[src/rtl/loader_pkg.sv]
// Shared constants and state encodings for the RAM boot loader and its
// serial byte receiver.
package loader_pkg;

  localparam int unsigned DEFAULT_CLKS_PER_BIT = 434;
  localparam logic [15:0] DEFAULT_BASE_ADDR    = 16'h0000;

  typedef enum logic [1:0] {
    RX_IDLE,
    RX_START,
    RX_DATA,
    RX_STOP
  } rx_state_t;

  typedef enum logic [2:0] {
    LD_CNT_HI,
    LD_CNT_LO,
    LD_DAT_HI,
    LD_DAT_LO,
    LD_WRITE,
    LD_DONE
  } ld_state_t;

endpackage

[src/rtl/uart_rx_byte.sv]
// 8N1 serial byte receiver: rx synchroniser, baud counter and byte FSM.
// byte_valid / stop_err are single-cycle strobes raised at the stop-bit sample.
module uart_rx_byte
  import loader_pkg::*;
#(
  parameter int unsigned CLKS_PER_BIT = DEFAULT_CLKS_PER_BIT
) (
  input  logic       clk,
  input  logic       rst,
  input  logic       rx,
  output logic [7:0] byte_data,
  output logic       byte_valid,
  output logic       stop_err
);

  localparam int unsigned CW = $clog2(CLKS_PER_BIT + 1);
  localparam logic [CW-1:0] HALF_LAST = CW'(CLKS_PER_BIT / 2 - 1);
  localparam logic [CW-1:0] FULL_LAST = CW'(CLKS_PER_BIT - 1);

  logic          rx_meta;
  logic          rx_sync;
  rx_state_t     state;
  rx_state_t     next_state;
  logic [CW-1:0] baud_cnt;
  logic [2:0]    bit_idx;
  logic          sample;

  always_ff @(posedge clk or posedge rst) begin
    if (rst) begin
      rx_meta <= 1'b1;
      rx_sync <= 1'b1;
    end else begin
      rx_meta <= rx;
      rx_sync <= rx_meta;
    end
  end

  // Start bit is resampled at its midpoint; every later sample is a full bit on.
  always_comb begin
    sample = 1'b0;
    case (state)
      RX_START:         sample = (baud_cnt == HALF_LAST);
      RX_DATA, RX_STOP: sample = (baud_cnt == FULL_LAST);
      default:          sample = 1'b0;
    endcase
  end

  always_ff @(posedge clk or posedge rst) begin
    if (rst) state <= RX_IDLE;
    else     state <= next_state;
  end

  always_comb begin
    next_state = state;
    case (state)
      RX_IDLE:  if (!rx_sync) next_state = RX_START;
      RX_START: if (sample) next_state = rx_sync ? RX_IDLE : RX_DATA;
      RX_DATA:  if (sample && bit_idx == 3'd7) next_state = RX_STOP;
      RX_STOP:  if (sample) next_state = RX_IDLE;
      default:  next_state = RX_IDLE;
    endcase
  end

  always_comb begin
    byte_valid = (state == RX_STOP) && sample && rx_sync;
    stop_err   = (state == RX_STOP) && sample && !rx_sync;
  end

  always_ff @(posedge clk or posedge rst) begin
    if (rst) begin
      baud_cnt  <= '0;
      bit_idx   <= '0;
      byte_data <= '0;
    end else begin
      if (state == RX_IDLE || sample) baud_cnt <= '0;
      else                            baud_cnt <= baud_cnt + 1'b1;

      if (state != RX_DATA) bit_idx <= '0;
      else if (sample)      bit_idx <= bit_idx + 3'd1;

      // LSB arrives first, so shift in from the top.
      if (state == RX_DATA && sample) byte_data <= {rx_sync, byte_data[7:1]};
    end
  end

endmodule

[src/rtl/ram_loader.sv]
// Boot-time program loader: receives a big-endian [count, words...] image over
// serial and writes it to RAM from BASE_ADDR while holding the CPU in reset.
module ram_loader
  import loader_pkg::*;
#(
  parameter int unsigned CLKS_PER_BIT = DEFAULT_CLKS_PER_BIT,
  parameter logic [15:0] BASE_ADDR    = DEFAULT_BASE_ADDR
) (
  input  logic        clk,
  input  logic        rst,
  input  logic        rx,
  input  logic        start,
  output logic        cpu_hold,
  output logic [15:0] ram_address,
  output logic [15:0] ram_data,
  output logic        ram_wren,
  output logic        load_done,
  output logic        frame_err,
  output logic [15:0] word_count
);

  logic [7:0]  byte_data;
  logic        byte_valid;
  logic        stop_err;
  ld_state_t   state;
  ld_state_t   next_state;
  logic [7:0]  hi_byte;
  logic [15:0] word_total;
  logic        abort;

  uart_rx_byte #(
    .CLKS_PER_BIT(CLKS_PER_BIT)
  ) u_rx (
    .clk       (clk),
    .rst       (rst),
    .rx        (rx),
    .byte_data (byte_data),
    .byte_valid(byte_valid),
    .stop_err  (stop_err)
  );

  // A framing error restarts the image, except once loading is finished.
  always_comb abort = stop_err && (state != LD_DONE);

  always_ff @(posedge clk or posedge rst) begin
    if (rst) state <= LD_CNT_HI;
    else     state <= next_state;
  end

  always_comb begin
    next_state = state;
    if (start || abort) begin
      next_state = LD_CNT_HI;
    end else begin
      case (state)
        LD_CNT_HI: if (byte_valid) next_state = LD_CNT_LO;
        LD_CNT_LO: if (byte_valid)
                     next_state = ({hi_byte, byte_data} == 16'h0000) ? LD_DONE : LD_DAT_HI;
        LD_DAT_HI: if (byte_valid) next_state = LD_DAT_LO;
        LD_DAT_LO: if (byte_valid) next_state = LD_WRITE;
        LD_WRITE:  next_state = (word_count + 16'd1 == word_total) ? LD_DONE : LD_DAT_HI;
        LD_DONE:   next_state = LD_DONE;
        default:   next_state = LD_CNT_HI;
      endcase
    end
  end

  always_comb ram_wren = (state == LD_WRITE);

  always_ff @(posedge clk or posedge rst) begin
    if (rst) begin
      cpu_hold    <= 1'b1;
      load_done   <= 1'b0;
      frame_err   <= 1'b0;
      ram_address <= BASE_ADDR;
      ram_data    <= '0;
      word_count  <= '0;
      hi_byte     <= '0;
      word_total  <= '0;
    end else begin
      // Registered from next_state so the done pulse and hold release coincide.
      load_done <= (next_state == LD_DONE) && (state != LD_DONE);
      cpu_hold  <= (next_state != LD_DONE);

      if (start) begin
        frame_err   <= 1'b0;
        ram_address <= BASE_ADDR;
        word_count  <= '0;
      end else if (abort) begin
        frame_err   <= 1'b1;
        ram_address <= BASE_ADDR;
        word_count  <= '0;
      end else begin
        if (stop_err) frame_err <= 1'b1;
        case (state)
          LD_CNT_HI, LD_DAT_HI: if (byte_valid) hi_byte <= byte_data;
          LD_CNT_LO:            if (byte_valid) word_total <= {hi_byte, byte_data};
          LD_DAT_LO:            if (byte_valid) ram_data <= {hi_byte, byte_data};
          LD_WRITE: begin
            ram_address <= ram_address + 16'd1;
            word_count  <= word_count + 16'd1;
          end
          default: ;
        endcase
      end
    end
  end

endmodule
[config.mk]
export PLATFORM = sky130hd
export DESIGN_NAME = ram_loader
export DESIGN_NICKNAME = d
export VERILOG_FILES = /design/src/rtl/loader_pkg.sv /design/src/rtl/uart_rx_byte.sv /design/src/rtl/ram_loader.sv
export SDC_FILE = /design/constraint.sdc
export NUM_CORES = 1
export LEC_CHECK = 0
export BUFFER_PORTS_ARGS = -buffer_cell sky130_fd_sc_hd__clkbuf_2
export CORE_MARGIN = 2
export CORE_UTILIZATION = 45
export DETAILED_ROUTE_END_ITERATION = 10
export GPL_TIMING_DRIVEN = 0
export PLACE_DENSITY = 0.65
export SYNTH_ARGS = -nofsm -noshare
export SYNTH_HDL_FRONTEND = slang
export SYNTH_SLANG_ARGS = --single-unit
[constraint.sdc]
create_clock -name clk -period 7.6 [get_ports clk]
set_clock_uncertainty 0.1 [all_clocks]
set_input_delay 0.38 -clock clk [delete_from_list [all_inputs] [get_ports clk]]
set_output_delay 0.38 -clock clk [all_outputs]
set_load 0.02 [all_outputs]
* After elaboration in Yosys (flattened, before gate mapping) *
Cells that the tools add are included.
W data, S select, Z words.

storage, ports and cells
  memories kept = 0
  latch bits = 0
  bits in writable memories = 0
  ROM bits = 0
  input bits = 4
  output and inout port bits = 52
  bits in registers = 102
  logic and storage cells = 90

cells by class
  add/sub/neg operators = 4
  shift-type cells = 0
  multiplexer cells = 27
  magnitude comparators = 0
  bitwise operators = 2
  equality and inequality tests = 20
  reduce and logical (&&, ||, !) cells = 22
  $mul = 0
  div/mod/pow operators = 0

operators with widths
  cell                     number
  $mux W16                 6
  $add A16 B1 Y16 const B  2
  $mux W3                  9
  $pmux W3 S6              1
  $eq A16 B16 Y1           1
  $logic_not A16 Y1        1
  $reduce_and A4 Y1        4
  $eq A3 B3 Y1 const B     4
  $mux W2                  5
  $add A9 B1 Y9 const B    1
  $eq A9 B8 Y1 const B     1
  $eq A9 B9 Y1 const B     1
  $mux W9                  1
  $pmux W2 S4              1
  $logic_and A1 B1 Y1      7
  $eq A3 B2 Y1 const B     2
  $ne A2 B1 Y1 const B     3
  $ne A3 B3 Y1 const B     2
  $reduce_bool A3 Y1       2
  $eq A2 B2 Y1 const B     2
  $ne A2 B2 Y1 const B     2
  $reduce_or A2 Y1         2
  $add A3 B1 Y3 const B    1
  $eq A3 B1 Y1 const B     1
  9 further kinds          13

* Longest topological paths before layout *
Gate-level depths: netlist of the first run.

  depth in word-level cells = 10
  depth in mapped cells = 10
  gate-level depth less buffers = 8

* Modules after synthesis *
From an unflattened synthesis of the first run, not the netlist that was laid out.

unflattened totals
  cell total of the unflattened synthesis = 445
  area total of the unflattened synthesis = 4,952.2 um^2

modules (own cells, without submodules)
  module        times used  area an instance (um^2)  seq. area each (um^2)  cells each
  ram_loader    1           3,788.6                  1,953.1                347
  uart_rx_byte  1           1,163.6                  603.1                  98

* Worst setup path before layout of the first run *
Ideal clock, no wire load.

  kind = reg-to-reg
  start point = register word_count[0]
  end point = register load_done
  setup time = 0.066 ns
  arrival time = 2.214 ns
  path slack = 5.220 ns
  cell stages (with the launch flop) = 8
  buffers on the path = 0
  data required time = 7.434 ns
  period minus slack after synthesis = 2.380 ns
  cell sequence = dfrtp_1 -> ha_1 -> nand4_1 -> nor4_1 -> xnor2_1 -> nand4_1 -> nor4b_4 -> a31o_2

between the ends
  longest elaborated chain between the ends = 7

RTL lines
  what                    RTL line           RTL
  from (decl)             ram_loader.sv:19   output logic [15:0] word_count
  from (signal assigned)  ram_loader.sv:101  word_count <= word_count + 16'd1;
  $add A16 B1 Y16         ram_loader.sv:61   LD_WRITE: next_state = (word_count + 16'd1 == word_total) ? LD_DONE : LD_DAT_HI;
  $eq A16 B16 Y1          ram_loader.sv:61
  $mux W3                 ram_loader.sv:61
  $pmux W3 S6             ram_loader.sv:55   case (state)
  $mux W3                 ram_loader.sv:52   if (start || abort) begin
  $eq A3 B3 Y1            ram_loader.sv:82   load_done <= (next_state == LD_DONE) && (state != LD_DONE);
  $logic_and A1 B1 Y1     ram_loader.sv:82
  to (signal assigned)    ram_loader.sv:82
  to (decl)               ram_loader.sv:17   output logic load_done,

No other way between the ends.
A chain may end at the register's enable or synchronous reset.

* Worst setup path in the final report of the first run *
  start point = register state[2]
  end point = output ram_wren

between the ends
  longest elaborated chain between the ends = 1

RTL lines
  what                    RTL line          RTL
  from (decl)             ram_loader.sv:25  ld_state_t state;
  from (signal assigned)  ram_loader.sv:47  else state <= next_state;
  $eq A3 B3 Y1            ram_loader.sv:68  always_comb ram_wren = (state == LD_WRITE);
  to (decl)               ram_loader.sv:16  output logic ram_wren,

No other way between the ends.

==> results of run 1 <==
-- critical path, stage by stage (launching register included) --
cell and delay (ps):
dfrtp_1 440, nor2b_1 260, nand2_1 260, inv_1 240, buf_1 460, clkbuf_2 270
-- layer usage --
| metal | share of wire (%) | vias up |
|---|---|---|
| li1 | - | 1648 |
| met1 | 48 | 1659 |
| met2 | 47 | 50 |
| met3 | 2.6 | 14 |
| met4 | 2.3 | 0 |
| met5 | 0 | - |
-- through the flow --
stage               hold WS, ps  total power [mW]  util [%]  area (um2)
CTS                        7.29             0.939      52.3        5620
global route               43.8             0.964      52.3        5620
global placement            248             0.571      50.0        5370
floorplan                   245             0.566         -        4920
detailed placement          248             0.573      50.2        5400
finish                    -9.69             0.928      52.3        5620
-- area by class of cell --
cell class / instances / area (um2)
Fill cell: 992 / 5120
Sequential cell: 102 / 2560
Multi-Input combinational cell: 311 / 2230
Timing Repair Buffer: 57 / 313
Tap cell: 140 / 175
Clock buffer: 11 / 151
Buffer: 16 / 97.6
Clock inverter: 5 / 63.8
Inverter: 10 / 40.0
-- state kept, by name (all words and copies together), names as in the netlist, named ones only --
name            count
u_rx.rx_sync        1
u_rx.baud_cnt       9
frame_err           1
cpu_hold            1
word_count         16
u_rx.state          1
state               3
u_rx.byte_data      8
ram_address        16
hi_byte             8
load_done           1
u_rx.rx_meta        1
u_rx.bit_idx        3
ram_data           16
word_total         16
-- Yosys cell counts, drive strengths merged (3+ instances only) --
cell type	instances	area, um2
buf	11	77.6
nor2	58	220
nand3	17	85.1
clkbuf	5	20.0
and3	5	31.3
mux2	49	586
dfstp	3	78.8
dfrtp	99	2480
o21ai	8	40.0
a21oi	9	45.0
nor4	8	65.1
nand2	34	130
nand4	10	62.6
nand2b	3	18.8
nor3	5	25.0
or4	3	26.3
or3	5	31.3
ha	5	62.6
xnor2	32	280
xor2	28	245
inv	10	37.5
-- final timing paths --
path	end	slack, ps
max in group asynchronous	hi_byte[2]	6740
max	ram_wren	4830
min reg2reg	u_rx.rx_sync	260
min in group clk	frame_err	130
min	ram_address[0]	-10
max reg2reg	load_done	4830
-- power by group through the flow --
stage,clock network (mW),logic (mW),registers (mW)
after floorplan,0,0.0112,0.554
after global placement,0,0.0163,0.555
after detailed placement,0,0.0189,0.554
after CTS,0.376,0.0193,0.544
after global routing,0.398,0.0215,0.544
final,0.366,0.0182,0.544
-- cells by family (layout without fill, tap and decap cells) --
| family | Yosys count | count (layout) | share of synthesized area [%] |
|---|---|---|---|
| muxes | 51 | 51 | 12.3 |
| AOI/OAI and AO/OA | 36 | 36 | 4.86 |
| adders and majority gates | 5 | 5 | 1.27 |
| and+or+nand+nor | 159 | 159 | 16.2 |
| DFF | 102 | 102 | 52.0 |
| xor gates and xnor gates | 60 | 60 | 10.7 |
| buffers and inverters | 26 | 99 | 2.75 |
-- repair_timing --
action / 4_1_cts / 5_1_grt
hold buffers: 1 / 0
resized for setup: 0 / 0
endpoints found under the hold margin: 1 / 0
==> flow_metrics.py, run 1 <==
metrics = {
    "grt": {
        "grt.met2_usage_pct": 28.1,
        "antenna_found_initial": 0,
        "grt_util_met3_pct": 3.01,
        "grt_max_degree": 53,
        "grt_pass1_wl_mm": 16.4,
        "grt-ovfl-total": 0,
        "top_usage_layer": "met2",
        "grt_pass1_vias": 3415,
        "grt_use_total_pct": 17.9,
        "met1_usage_pct": 24.1,
    },
    "synth": {
        "ys_types": 57,
        "synthCells": 439,
        "ys_ff_latch": 102,
        "synth-main-ff-cell": "dfrtp_1",
        "yosysWarnings": 0,
        "yosysSeqAreaShare_pct": 52.0,
        "synth_nets": 448,
        "async_reset_ff_share_pct": 100,
        "netlist_area_um2": 4920,
        "syn_avg_cell_area_um2": 11.2,
        "synth_edf_count": 0,
    },
    "status": {
        "violations": "negative hold slack",
        "status": "finished with violations",
    },
    "sta": {
        "rsz0062_at_grt": "no",
        "worst_slew_pin_slew_ps": 749,
        "whs_ps": -9.69,
        "period_share_pct": 36.5,
        "period_minus_slack_ps": 2770,
        "setup_violations": 0,
        "fin_ws_ps": 4830,
        "tns_ps": 0,
        "max_freq_ghz": 0.361,
        "hold_violations": 13,
        "relSlewSlack_pct": 50.1,
        "slew_viol_final": 0,
    },
    "clocking": {
        "cts_buffer_depth": 2,
        "post_cts_buffers": 0,
        "cts_made_buffers": 9,
        "htreeDepth": 3,
        "clkTransAtPathRegs_ps": 100,
        "clock-sinks": 102,
        "clkLatencyLatePin_ps": 370,
        "cts_tree": "yes",
        "cts-root-buf": "clkbuf_8",
    },
    "final_layout": {
        "fin_cells": 652,
        "n_antenna_cell": 0,
        "nets": 516,
        "final_common_cell": "dfrtp_1",
        "synthToLayoutAreaGrowth_pct": 14.3,
        "final_cell_mix": "99 x dfrtp_1, 57 x nor2_1, 56 x clkbuf_2, 40 x mux2_2, 33 x nand2_1",
        "drive_gt1_share_pct": 28.3,
    },
    "place": {
        "pre_cts_slack_ps": 4850,
        "dp.cells": 635,
        "gp_congestion": 0.837,
        "port_buffers": 55,
        "dp_hpwl_mm": 7.02,
    },
    "routing": {
        "drc": 0,
        "viasPerCell": 5.17,
        "drt_iter0_drc": 124,
        "avgRoutedWirePerCell_um": 14.8,
        "dr.pass1.iters": 6,
        "wl_mm": 9.68,
        "vias": 3371,
        "detail-route-antenna-nets": 0,
    },
    "worst_setup_path": {
        "cp-start-kind": "register",
        "crit_required_ps": 7120,
        "critPathKind": "register to output port",
        "r2r_cells": 8,
        "crit_start": "state[2]",
        "reg2reg_from": "word_count[0]",
        "endpoint_kind": "output port",
        "worstPathMaxFanout": 10,
        "cp.arrival_ps": 2290,
    },
    "pwr": {
        "p_leak_nw": 2.71,
        "internal_power_uw": 720,
        "seqPwrFrac_pct": 58.6,
        "swShare_pct": 22.4,
        "ir_worst_vdd_v": 0.0000766,
        "pwr-share-clk_pct": 39.4,
        "power_frac_comb_pct": 2.0,
        "power_per_cell_area_nw_per_um2": 165,
        "p_sw_uw": 208,
    },
    "floorplanning": {
        "rows": 38,
        "pin_count": 56,
        "start_util_pct": 45.8,
        "die_w_um": 109,
        "dieArea_um2": 11800,
        "core_area_um2": 10700,
        "die_y_um": 109,
    },
    "hold_path": {
        "hp-class": "input port to async pin",
    },
    "flow_run": {
        "drv_cap": 0,
    },
}
Note: power is estimated with default switching activity, not from simulation.
==> run 2, diff against run 1 <==
- PLACE_DENSITY: 0.65 -> 0.67
- clock period: 7.6 -> 2.4 ns (I/O delays scaled with it)
==> flow_metrics.py, run 2 (synthesis results as in run 1) <==
metrics = {
    "status": {
        "status": "finished, final reports clean",
    },
    "worst_setup_path": {
        "worstPathMaxFanout": 5,
        "cp.arrival_ps": 2540,
        "endpoint_kind": "register",
        "crit_family": "simple AND/OR/NAND/NOR gates",
        "cpPeakStageDelay_ps": 470,
        "reg2reg_from": "u_rx.baud_cnt[3]",
        "crit_start": "u_rx.baud_cnt[3]",
        "cp.buffers_inverters": 2,
        "cp-start-kind": "register",
        "crit_required_ps": 2560,
        "critPathKind": "register to register",
        "r2r_cells": 7,
        "cp_slowest_cell": "dfrtp_2",
        "crit_chain": "nor4_4, nand4_1, or4_4, or2_1, buf_6, clkbuf_16, mux2_4",
        "path_depth": 7,
    },
    "grt": {
        "grt_pass1_vias": 3350,
        "grt_max_degree": 43,
        "top_usage_layer": "met2",
        "antenna_found_initial": 0,
        "met1_usage_pct": 24.4,
        "grt_util_met3_pct": 3.32,
        "grt-ovfl-total": 0,
        "grt_use_total_pct": 17.6,
        "grt_pass1_wl_mm": 16.3,
        "grt.met2_usage_pct": 27.6,
    },
    "clocking": {
        "htreeDepth": 3,
        "cts_buffer_depth": 2,
        "cts-root-buf": "clkbuf_8",
        "clock-sinks": 102,
        "clkLatencyLatePin_ps": 370,
        "clkTransAtPathRegs_ps": 90,
        "cts_made_buffers": 9,
        "cts_tree": "yes",
    },
    "sta": {
        "fin_ws_ps": 14.3,
        "worst_slew_pin_slew_ps": 920,
        "period_share_pct": 99.4,
        "max_freq_ghz": 0.419,
        "slew_viol_final": 0,
        "hold_violations": 0,
        "relSlewSlack_pct": 38.6,
        "rsz0062_at_grt": "yes",
        "setup_violations": 0,
        "period_minus_slack_ps": 2390,
    },
    "floorplanning": {
        "die_y_um": 109,
        "die_w_um": 109,
        "dieArea_um2": 11800,
        "start_util_pct": 45.8,
        "pin_count": 56,
        "rows": 38,
        "core_area_um2": 10700,
    },
    "place": {
        "port_buffers": 55,
        "pre_cts_slack_ps": -257,
        "dp.cells": 636,
        "gp_congestion": 0.857,
        "dp_hpwl_mm": 6.96,
    },
    "pwr": {
        "ir_worst_vdd_v": 0.000252,
        "finalPower_mw": 3.02,
        "power_per_cell_area_nw_per_um2": 514,
        "p_leak_nw": 2.80,
    },
    "routing": {
        "dr.pass1.iters": 4,
        "drt_iter0_drc": 152,
        "detail-route-antenna-nets": 0,
        "viasPerCell": 5.20,
        "drc": 0,
        "vias": 3466,
        "wl_mm": 9.74,
        "avgRoutedWirePerCell_um": 14.6,
    },
    "hold_path": {
        "min_from": "u_rx.rx_meta",
        "hp-class": "register to register",
        "hold_depth": 0,
    },
    "final_layout": {
        "synthToLayoutAreaGrowth_pct": 19.4,
        "nets": 531,
        "n_fill_cell": 931,
        "fin_cells": 667,
        "n_antenna_cell": 0,
        "drive_gt1_share_pct": 33.2,
        "final_cell_mix": "96 x dfrtp_1, 57 x clkbuf_2, 55 x nor2_1, 40 x mux2_2, 32 x xnor2_1",
        "final_common_cell": "dfrtp_1",
    },
    "flow_run": {
        "drv_cap": 0,
    },
}
-- run 2: final cells by class --
cell class | count | area (um2) | share of cell area (%)
plain buffers | 13 | 93.8 | 1.60
multi-input cells | 311 | 2290 | 39.0
inverters | 10 | 45.0 | 0.767
well taps | 140 | 175 | 2.98
clock inverters | 4 | 76.3 | 1.30
repair buffers | 75 | 475 | 8.10
clock buffers | 12 | 155 | 2.64
flip-flops and latches | 102 | 2560 | 43.6
-- run 2: final timing paths --
| check | endpoint | slack, ps |
|---|---|---|
| hold reg to reg | u_rx.rx_sync | 260 |
| setup reg to reg | word_total[1] | 10 |
| setup / recovery | word_total[1] | 10 |
| max in group asynchronous | hi_byte[4] | 970 |
| hold / removal | u_rx.rx_sync | 260 |
| min in group asynchronous | frame_err | 360 |
-- run 2: metal layers --
layer / vias to the layer above / share of wire (%)
li1: 1686 / -
met1: 1716 / 48
met2: 50 / 47
met3: 14 / 2.9
met4: 0 / 1.6
met5: - / 0
-- run 2: power breakdown --
group	switching [mW]	internal, mW
clock network	0.586	0.649
logic	0.0465	0.0157
registers	0.00158	1.72
-- run 2: repair_timing --
action | 4_1_cts | 5_1_grt
pin swaps | 3 | 7
buffers inserted | 8 | 6
hold buffers | 3 | 0
endpoints found under the setup margin | 55 | 72
gates resized for setup | 10 | 10
hold endpoints to repair | 41 | 0
cloned | 0 | 1
-- run 2: worst register-to-register path, stage by stage (launching register included) --
cell and delay (ps):
dfrtp_2 470, nor4_4 320, nand4_1 150, or4_4 450, or2_1 230, buf_6 130
clkbuf_16 150, mux2_4 290
-- run 2: per-stage QoR --
stage / TNS (ps) / util [%] / hold WS [ps] / area [um2]
6_report: 0 / 54.6 / 260 / 5870
5_1_grt: -1120 / 54.6 / 266 / 5870
4_1_cts: 0 / 53.6 / 257 / 5760
3_5_place_dp: -6140 / 50.4 / 109 / 5410
3_3_place_gp: -3270 / 50.0 / 112 / 5370
2_1_floorplan: 0 / - / 24.5 / 4920
